===== config.mk =====
export PLATFORM = sky130hd
export DESIGN_NAME = field_stream_packer
export DESIGN_NICKNAME = d
export VERILOG_FILES = /design/src/rtl/field_pack_pkg.sv /design/src/rtl/field_pack_insert.sv /design/src/rtl/field_stream_packer.sv
export SDC_FILE = /design/constraint.sdc
export NUM_CORES = 1
export LEC_CHECK = 0
export CAP_MARGIN = 30
export CORE_MARGIN = 2
export CORE_UTILIZATION = 40
export CTS_CLUSTER_SIZE = 25
export DETAILED_ROUTE_END_ITERATION = 8
export GPL_TIMING_DRIVEN = 0
export PLACE_DENSITY = 0.62
export SLEW_MARGIN = 20
export SYNTH_ARGS = -nofsm -noshare
export SYNTH_HDL_FRONTEND = slang
export SYNTH_HIERARCHICAL = 1
export SYNTH_SLANG_ARGS = --single-unit

===== constraint.sdc =====
create_clock -name clk -period 2.6 [get_ports clk]
set_clock_uncertainty 0.05 [all_clocks]
set_input_delay 0.52 -clock clk [delete_from_list [all_inputs] [get_ports clk]]
set_output_delay 0.52 -clock clk [all_outputs]
set_load 0.02 [all_outputs]

===== src/rtl/field_pack_pkg.sv =====
// Shared helpers and state snapshot type for the field stream packer.
package field_pack_pkg;

    // Upper bound on any mask width produced by low_mask (acc width must fit).
    localparam int MAX_W = 128;

    // Snapshot of packer state: accumulator, bit count and pending flush.
    typedef struct packed {
        logic [MAX_W-1:0] acc;
        logic [7:0]       fill;
        logic             flush_pend;
    } pack_state_t;

    // Saturate a requested field length at the maximum field width.
    function automatic int unsigned len_clamp(input int unsigned len, input int unsigned field_w);
        return (len > field_w) ? field_w : len;
    endfunction

    // Mask with ones in bit positions below min(n, w).
    function automatic logic [MAX_W-1:0] low_mask(input int unsigned n, input int unsigned w);
        logic [MAX_W-1:0] m;
        m = '0;
        for (int unsigned i = 0; i < MAX_W; i++) begin
            m[i] = (i < n) && (i < w);
        end
        return m;
    endfunction

endpackage


===== src/rtl/field_pack_insert.sv =====
// Combinational insertion of one variable-width field at the current fill point.
module field_pack_insert
    import field_pack_pkg::*;
#(
    parameter int DATA_W  = 32,
    parameter int FIELD_W = 16,
    parameter int LEN_W   = $clog2(FIELD_W + 1),
    parameter int ACC_W   = DATA_W + FIELD_W - 1,
    parameter int FILL_W  = $clog2(ACC_W + 1)
) (
    input  logic [ACC_W-1:0]   acc,
    input  logic [FILL_W-1:0]  fill,
    input  logic [FIELD_W-1:0] data,
    input  logic [LEN_W-1:0]   len,
    output logic [ACC_W-1:0]   acc_nxt,
    output logic [FILL_W-1:0]  fill_nxt
);

    logic [LEN_W-1:0]   len_c;
    logic [FIELD_W-1:0] field;

    // Clamp length, drop bits above it, and OR the field in at acc[fill +: len].
    // Bits at or above fill are cleared first so stale data can never leak in.
    always_comb begin
        len_c    = LEN_W'(len_clamp(32'(len), FIELD_W));
        field    = data & FIELD_W'(low_mask(32'(len_c), FIELD_W));
        acc_nxt  = (acc & ACC_W'(low_mask(32'(fill), ACC_W))) | (ACC_W'(field) << fill);
        fill_nxt = fill + FILL_W'(len_c);
    end

endmodule


===== src/rtl/field_stream_packer.sv =====
// Packs variable-width fields LSB-first into DATA_W-bit words with packet flush.
module field_stream_packer
    import field_pack_pkg::*;
#(
    parameter int DATA_W  = 32,
    parameter int FIELD_W = 16,
    parameter int LEN_W   = $clog2(FIELD_W + 1),
    parameter int CNT_W   = $clog2(DATA_W + 1)
) (
    input  logic               clk,
    input  logic               rst_n,
    input  logic               in_valid,
    output logic               in_ready,
    input  logic [FIELD_W-1:0] in_data,
    input  logic [LEN_W-1:0]   in_len,
    input  logic               in_last,
    output logic               out_valid,
    input  logic               out_ready,
    output logic [DATA_W-1:0]  out_data,
    output logic [CNT_W-1:0]   out_bits,
    output logic               out_last
);

    localparam int ACC_W  = DATA_W + FIELD_W - 1;
    localparam int FILL_W = $clog2(ACC_W + 1);

    if (FIELD_W < 1 || FIELD_W > DATA_W) begin : g_bad_field_w
        $error("field_stream_packer: FIELD_W must lie in 1..DATA_W");
    end
    if (ACC_W > MAX_W) begin : g_bad_acc_w
        $error("field_stream_packer: accumulator wider than field_pack_pkg::MAX_W");
    end

    logic [ACC_W-1:0]  acc;
    logic [FILL_W-1:0] fill;
    logic              flush_pend;
    logic [ACC_W-1:0]  acc_ins;
    logic [FILL_W-1:0] fill_ins;
    logic              word_full;

    field_pack_insert #(
        .DATA_W  (DATA_W),
        .FIELD_W (FIELD_W),
        .LEN_W   (LEN_W),
        .ACC_W   (ACC_W),
        .FILL_W  (FILL_W)
    ) u_insert (
        .acc      (acc),
        .fill     (fill),
        .data     (in_data),
        .len      (in_len),
        .acc_nxt  (acc_ins),
        .fill_nxt (fill_ins)
    );

    // Output view decoded straight from state; input is blocked while a word waits,
    // which is what keeps the two handshakes mutually exclusive.
    always_comb begin
        word_full = (fill >= FILL_W'(DATA_W));
        out_valid = word_full || flush_pend;
        out_data  = acc[DATA_W-1:0] & DATA_W'(low_mask(32'(fill), DATA_W));
        out_bits  = word_full ? CNT_W'(DATA_W) : CNT_W'(fill);
        out_last  = flush_pend && (fill <= FILL_W'(DATA_W));
        in_ready  = rst_n && !out_valid;
    end

    // Accept a field into the accumulator, or retire the low word on output handshake.
    always_ff @(posedge clk or negedge rst_n) begin
        if (!rst_n) begin
            acc        <= '0;
            fill       <= '0;
            flush_pend <= 1'b0;
        end else if (in_valid && in_ready) begin
            acc  <= acc_ins;
            fill <= fill_ins;
            if (in_last) begin
                flush_pend <= 1'b1;
            end
        end else if (out_valid && out_ready) begin
            acc  <= acc >> DATA_W;
            fill <= word_full ? (fill - FILL_W'(DATA_W)) : '0;
            if (out_last) begin
                flush_pend <= 1'b0;
            end
        end
    end

endmodule


==> Word level (Yosys, flattened, before mapping) <==
Cells that the tools add are included.
{ "totals": {"mem_bits_rw": 0, "reg_bits": 54, "mem_count": 0, "latch_bits": 0, "in_bits": 26, "rom_bits": 0, "word_cells": 97} }
{ "classes": {"reduce_logical": 9, "n_mux": 11, "eq_ne": 1, "n_addsub": 2, "div_mod_pow": 0, "bitwise_logic": 4, "magnitude_cmp": 66, "n_shift": 1, "mul": 0} }
{ "op_table": {"columns": ["operator", "count"], "rows": [
  ["5-bit by 6-bit less-than comparator with 1-bit output, first input constant", 16],
  ["47-bit 2-to-1 mux", 2],
  ["6-bit less-than comparator, first input constant", 15],
  ["4-bit by 6-bit less-than comparator with 1-bit output, first input constant", 8],
  ["47-bit bitwise AND", 1],
  ["47-bit bitwise OR", 1],
  ["16-bit by 6-bit left shift with 47-bit output", 1],
  ["4-bit by 5-bit less-than comparator with 1-bit output, first input constant", 8],
  ["32-bit bitwise AND", 1],
  ["3-bit by 6-bit less-than comparator with 1-bit output, first input constant", 4],
  ["6-bit 2-to-1 mux", 4],
  ["3-bit by 5-bit less-than comparator with 1-bit output, first input constant", 4],
  ["16-bit bitwise AND", 1],
  ["1-bit by 6-bit less-than comparator with 1-bit output, first input constant", 2],
  ["2-bit by 6-bit less-than comparator with 1-bit output, first input constant", 2],
  ["1-bit by 5-bit less-than comparator with 1-bit output, first input constant", 2],
  ["2-bit by 5-bit less-than comparator with 1-bit output, first input constant", 2],
  ["6-bit by 5-bit adder with 6-bit output", 1],
  ["6-bit >= comparator, second input constant", 1],
  ["6-bit <= comparator, second input constant", 1],
  ["6-bit subtractor, second input constant", 1],
  ["5-bit > comparator, second input constant", 1],
  ["5-bit 2-to-1 mux", 1],
  ["1-bit logical AND", 4],
  ["other kinds (6)", 10]
]} }

==> Longest topological paths before layout <==
{ "logic_depth": {"word_depth": 7, "depth_mapped": 11, "ltp_nobuf": 9} }

==> Cells and area by module <==
The synthesis kept the hierarchy.
{ "by_module_without_submodules": {"columns": ["module", "cells_each", "area_per_inst_um2", "seq_area_each_um2", "instances"], "rows": [
  ["field_pack_insert", 438, 2813.9, 0.0, 1],
  ["field_stream_packer", 236, 2578.7, 1351.3, 1]
]} }

==> Least setup slack after synthesis <==
Ideal clock, no wire load.
{ "synth_path": {"kind": "input port to flip-flop", "from": "input in_len[3]", "to": "register acc[13]", "required_ns": 2.432, "slack_ns": 0.063, "t_arrival_ns": 2.369, "setup_ns": 0.118, "stages": 9, "cell_sequence": "buf_2 -> or3_4 -> buf_6 -> o21a_4 -> a21oi_4 -> o22ai_2 -> a221o_1 -> a22o_1 -> a21o_1"} }
{ "synth_via": {"elab_chain_len": 7} }
{ "synth_rtl": {"columns": ["element", "line", "text"], "rows": [
  ["start: declaration", "field_stream_packer.sv:15", "input logic [LEN_W-1:0] in_len,"],
  ["5-bit > comparator", "field_pack_pkg.sv:16", "return (len > field_w) ? field_w : len;"],
  ["5-bit 2-to-1 mux (*)", "field_pack_pkg.sv:16", null],
  ["1-bit by 5-bit less-than comparator with 1-bit output (tied with other cells)", "field_pack_pkg.sv:24", "m[i] = (i < n) && (i < w);"],
  ["16-bit bitwise AND (*)", "field_pack_insert.sv:26", "field = data & FIELD_W'(low_mask(32'(len_c), FIELD_W));"],
  ["16-bit by 6-bit left shift with 47-bit output (*)", "field_pack_insert.sv:27", "acc_nxt = (acc & ACC_W'(low_mask(32'(fill), ACC_W))) | (ACC_W'(field) << fill);"],
  ["47-bit bitwise OR (*)", "field_pack_insert.sv:27", null],
  ["via acc_ins[13]", "field_stream_packer.sv:37", "logic [ACC_W-1:0] acc_ins;"],
  ["47-bit 2-to-1 mux (*)", "field_stream_packer.sv:73", "end else if (in_valid && in_ready) begin"],
  ["end signal: assignment", "field_stream_packer.sv:74", "acc <= acc_ins;"],
  ["end signal: assignment", "field_stream_packer.sv:80", "acc <= acc >> DATA_W;"],
  ["end: declaration", "field_stream_packer.sv:34", "logic [ACC_W-1:0] acc;"]
]} }
Mark *: on every way through the listed nets, which the timed path passes. The rest lies on a longest branch.
A chain may end at the register's enable or synchronous reset.

==> Worst setup path after layout <==
{ "layout_path": {"from": "register fill[2]", "to": "register acc[13]"} }
{ "layout_rtl": {"columns": ["element", "line", "text"], "rows": [
  ["start: declaration", "field_stream_packer.sv:35", "logic [FILL_W-1:0] fill;"],
  ["start signal: assignment", "field_stream_packer.sv:75", "fill <= fill_ins;"],
  ["start signal: assignment", "field_stream_packer.sv:81", "fill <= word_full ? (fill - FILL_W'(DATA_W)) : '0;"],
  ["4-bit by 6-bit less-than comparator with 1-bit output", "field_pack_pkg.sv:24", null],
  ["47-bit bitwise AND", "field_pack_insert.sv:27", null],
  ["47-bit bitwise OR (*)", "field_pack_insert.sv:27", null],
  ["via acc_ins[13]", "field_stream_packer.sv:37", null],
  ["47-bit 2-to-1 mux (*)", "field_stream_packer.sv:73", null]
]} }
Marks and branches as above.

==> flow_metrics.env <==
export IMPL_final_area_um2=6940
export IMPL_fmax_mhz=382
export IMPL_endpoint_kind="flop"
export IMPL_grt_pass1_wl_um=39100
export IMPL_rows=42
export IMPL_netlist_instances=674
export IMPL_cts_sinks=54
export IMPL_fin_crit_ns=2.62
export IMPL_final_max_slew_viol_count=0
export IMPL_synth_common_cells="62 x nand2_1, 54 x dfrtp_1, 52 x a22o_1"
export IMPL_place_area_um2=6270
export IMPL_syn_nets=706
export IMPL_synth_edf_count=0
export IMPL_ys_seq_area_share_pct=25.1
export IMPL_async_flop_share_pct=100
export IMPL_clock_tree_buffer_depth=2
export IMPL_die_x_um=120
export IMPL_yosys_warnings=6
export IMPL_setup_viol=1
export IMPL_hold_viol=0
export IMPL_reg2regPathDepth=7
export IMPL_drt_iter0_drc=860
export IMPL_grt_pass1_vias=6113
export IMPL_routed_via_density=6.92
export IMPL_syn_avg_cell_area_um2=8.00
export IMPL_maxSlewHeadroom_pct=54.3
export IMPL_drv_cap=0
export IMPL_synth_area_um2=5390
export IMPL_hpwlAfterDp_um=19300
export IMPL_p_per_area_nw_per_um2=1220
export IMPL_dieArea_um2=14400
export IMPL_overflow=0
export IMPL_timing_final_ws_setup_ns=-0.0210
export IMPL_cts_tree="yes"
export IMPL_crit_type="flop to flop"
export IMPL_ys_top_cells_by_area="dfrtp_1 25%, a22o_1 8.4%, nand2_1 4.3%"
export IMPL_die_h_um=120
export IMPL_worst_pin_slew_ns=0.685
export IMPL_ir_drop_v=0.000480
export IMPL_syn2layout_area_growth_pct=28.8
export IMPL_required_ns=2.76
export IMPL_clockRootBuffer="clkbuf_16"
export IMPL_hp_class="primary input to asynchronous set/reset pin"
export IMPL_io_pins=67
export IMPL_nNetsFinal=794
export IMPL_synth_area_leader_cell="dfrtp_1"
export IMPL_gp_congestion=1.01
export IMPL_drc=0
export IMPL_synth_distinct_cells=78
export IMPL_ant_nets=0
export IMPL_h_tree_depth=2
export IMPL_finalSetupTns_ns=-0.0210
export IMPL_holdWs_ns=0.140
export IMPL_vias=6510
export IMPL_coreArea_um2=13200
export IMPL_start_kind="flop"
export IMPL_io_buffer_count=63
export IMPL_drive_gt1_share_pct=20.7
export IMPL_wl_per_cell_um=27.9
export IMPL_cts_made_buffers=5
export IMPL_dr_pass1_iters=5
export IMPL_worstSkewPairLatency_ns=0.31
export IMPL_violations="setup timing"
export IMPL_cp_arrival_ns=2.78
export IMPL_grt_max_degree=52
export IMPL_antenna_found_initial=1
export IMPL_path_clk_slew_ns=0.08
export IMPL_post_route_period_util_pct=101
export IMPL_path_max_fanout=10
export IMPL_ys_ff_latch=54
export IMPL_fin_util_pct=52.6
export IMPL_ys_flop_type="dfrtp_1"
export IMPL_p_leak_uw=0.00308
export IMPL_initial_utilization_pct=40.9
export IMPL_status="complete, but fails checks"
export IMPL_yosysTopAreaCellShare_pct=25.1
export IMPL_synth_most_common_cell="nand2_1"
export IMPL_drt_total_wl_um=26200
export IMPL_track_usage_pct=36.2
through the flow:
| stage | total power, uW | instances | setup slack, ns |
|---|---|---|---|
| floorplan | 4710 | 674 | 0.0630 |
| global placement | 6720 | 913 | -1.74 |
| detailed placement | 6720 | 914 | -0.883 |
| CTS | 7970 | 930 | 0.00309 |
| global route | 8770 | 939 | -0.00346 |
| finish | 8470 | 941 | -0.0210 |
worst paths after layout:
check,from,endpoint,slack (ns)
max in group asynchronous,rst_n,fill[0]$_DFFE_PN0P_,1.72
setup reg to reg,fill[2]$_DFFE_PN0P_,acc[13]$_DFFE_PN0P_,-0.02
hold reg to reg,acc[14]$_DFFE_PN0P_,acc[14]$_DFFE_PN0P_,0.45
min in group clk,acc[14]$_DFFE_PN0P_,acc[14]$_DFFE_PN0P_,0.45
hold / removal,rst_n,acc[9]$_DFFE_PN0P_,0.14
setup / recovery,fill[2]$_DFFE_PN0P_,acc[13]$_DFFE_PN0P_,-0.02
critical path, stage by stage (launching register included):
cell	delay, ns
dfrtp_1	0.43
clkbuf_2	0.24
inv_1	0.23
clkbuf_1	0.54
nor2_1	0.25
a221o_1	0.36
a22o_1	0.26
a21o_1	0.16
routing by layer:
layer  GRT usage (%)  share of wire, %
met1            51.1                42
met2            53.8                43
met3            8.41                11
met4            13.2               3.8
met5               0                 0
flip-flops by register name, indices dropped and copies added (netlist names):
signal and count:
fill 6, flush_pend 1, acc 47
layout by cell type (no fill, tap or decap), types with 7 or more instances in the layout:
| cell | instances |
|---|---|
| a22o_1 | 52 |
| a21boi_0 | 16 |
| o31ai_1 | 7 |
| a221o_1 | 8 |
| o21ai_0 | 38 |
| o221ai_1 | 8 |
| buf_2 | 21 |
| o211ai_1 | 25 |
| nor2_1 | 39 |
| nor2_4 | 7 |
| a21oi_1 | 25 |
| clkdlybuf4s50_1 | 30 |
| a22oi_1 | 26 |
| dlygate4sd2_1 | 18 |
| o21a_1 | 9 |
| mux2i_1 | 10 |
| a21o_1 | 23 |
| and2_1 | 11 |
| nand3_1 | 16 |
| dlymetal6s2s_1 | 8 |
| buf_4 | 29 |
| clkbuf_2 | 16 |
| inv_1 | 15 |
| nor2b_1 | 16 |
| a221oi_1 | 7 |
| nand2b_1 | 7 |
| buf_6 | 10 |
| nand2_1 | 59 |
| dfrtp_1 | 51 |
cell families after synthesis:
| group | synth area share [%] |
|---|---|
| mux | 3.02 |
| simple gates | 17.6 |
| flops | 25.1 |
| fa+ha+maj | 1.53 |
| buf+inv | 7.47 |
| compound gates | 44.7 |
| xor+xnor | 0.650 |
repair_timing:
item	in CTS	in global routing
pin swaps	6	9
hold buffers	1	0
hold endpoints to repair	5	0
endpoints found under the setup margin	87	55
gates resized for setup	103	65
buffers inserted	10	8
cell type report:
class | instances | area (um2)
Fill cell | 1312 | 6250
Multi-Input combinational cell | 537 | 3920
Sequential cell | 54 | 1360
Timing Repair Buffer | 84 | 795
Buffer | 65 | 419
Tap cell | 176 | 220
Clock buffer | 6 | 139
Inverter | 15 | 56.3
Clock inverter | 2 | 38.8
Antenna cell | 2 | 5.00
where the power goes:
| part | total [uW] | internal [uW] | leakage [uW] | switching, uW |
|---|---|---|---|---|
| Sequential | 1510 | 1130 | 0.000724 | 379 |
| Combinational | 6120 | 2200 | 0.00227 | 3920 |
| Clock | 842 | 486 | 0.0000875 | 356 |
| Total | 8470 | 3820 | 0.00308 | 4650 |
Note: power is estimated with default switching activity, not from simulation.
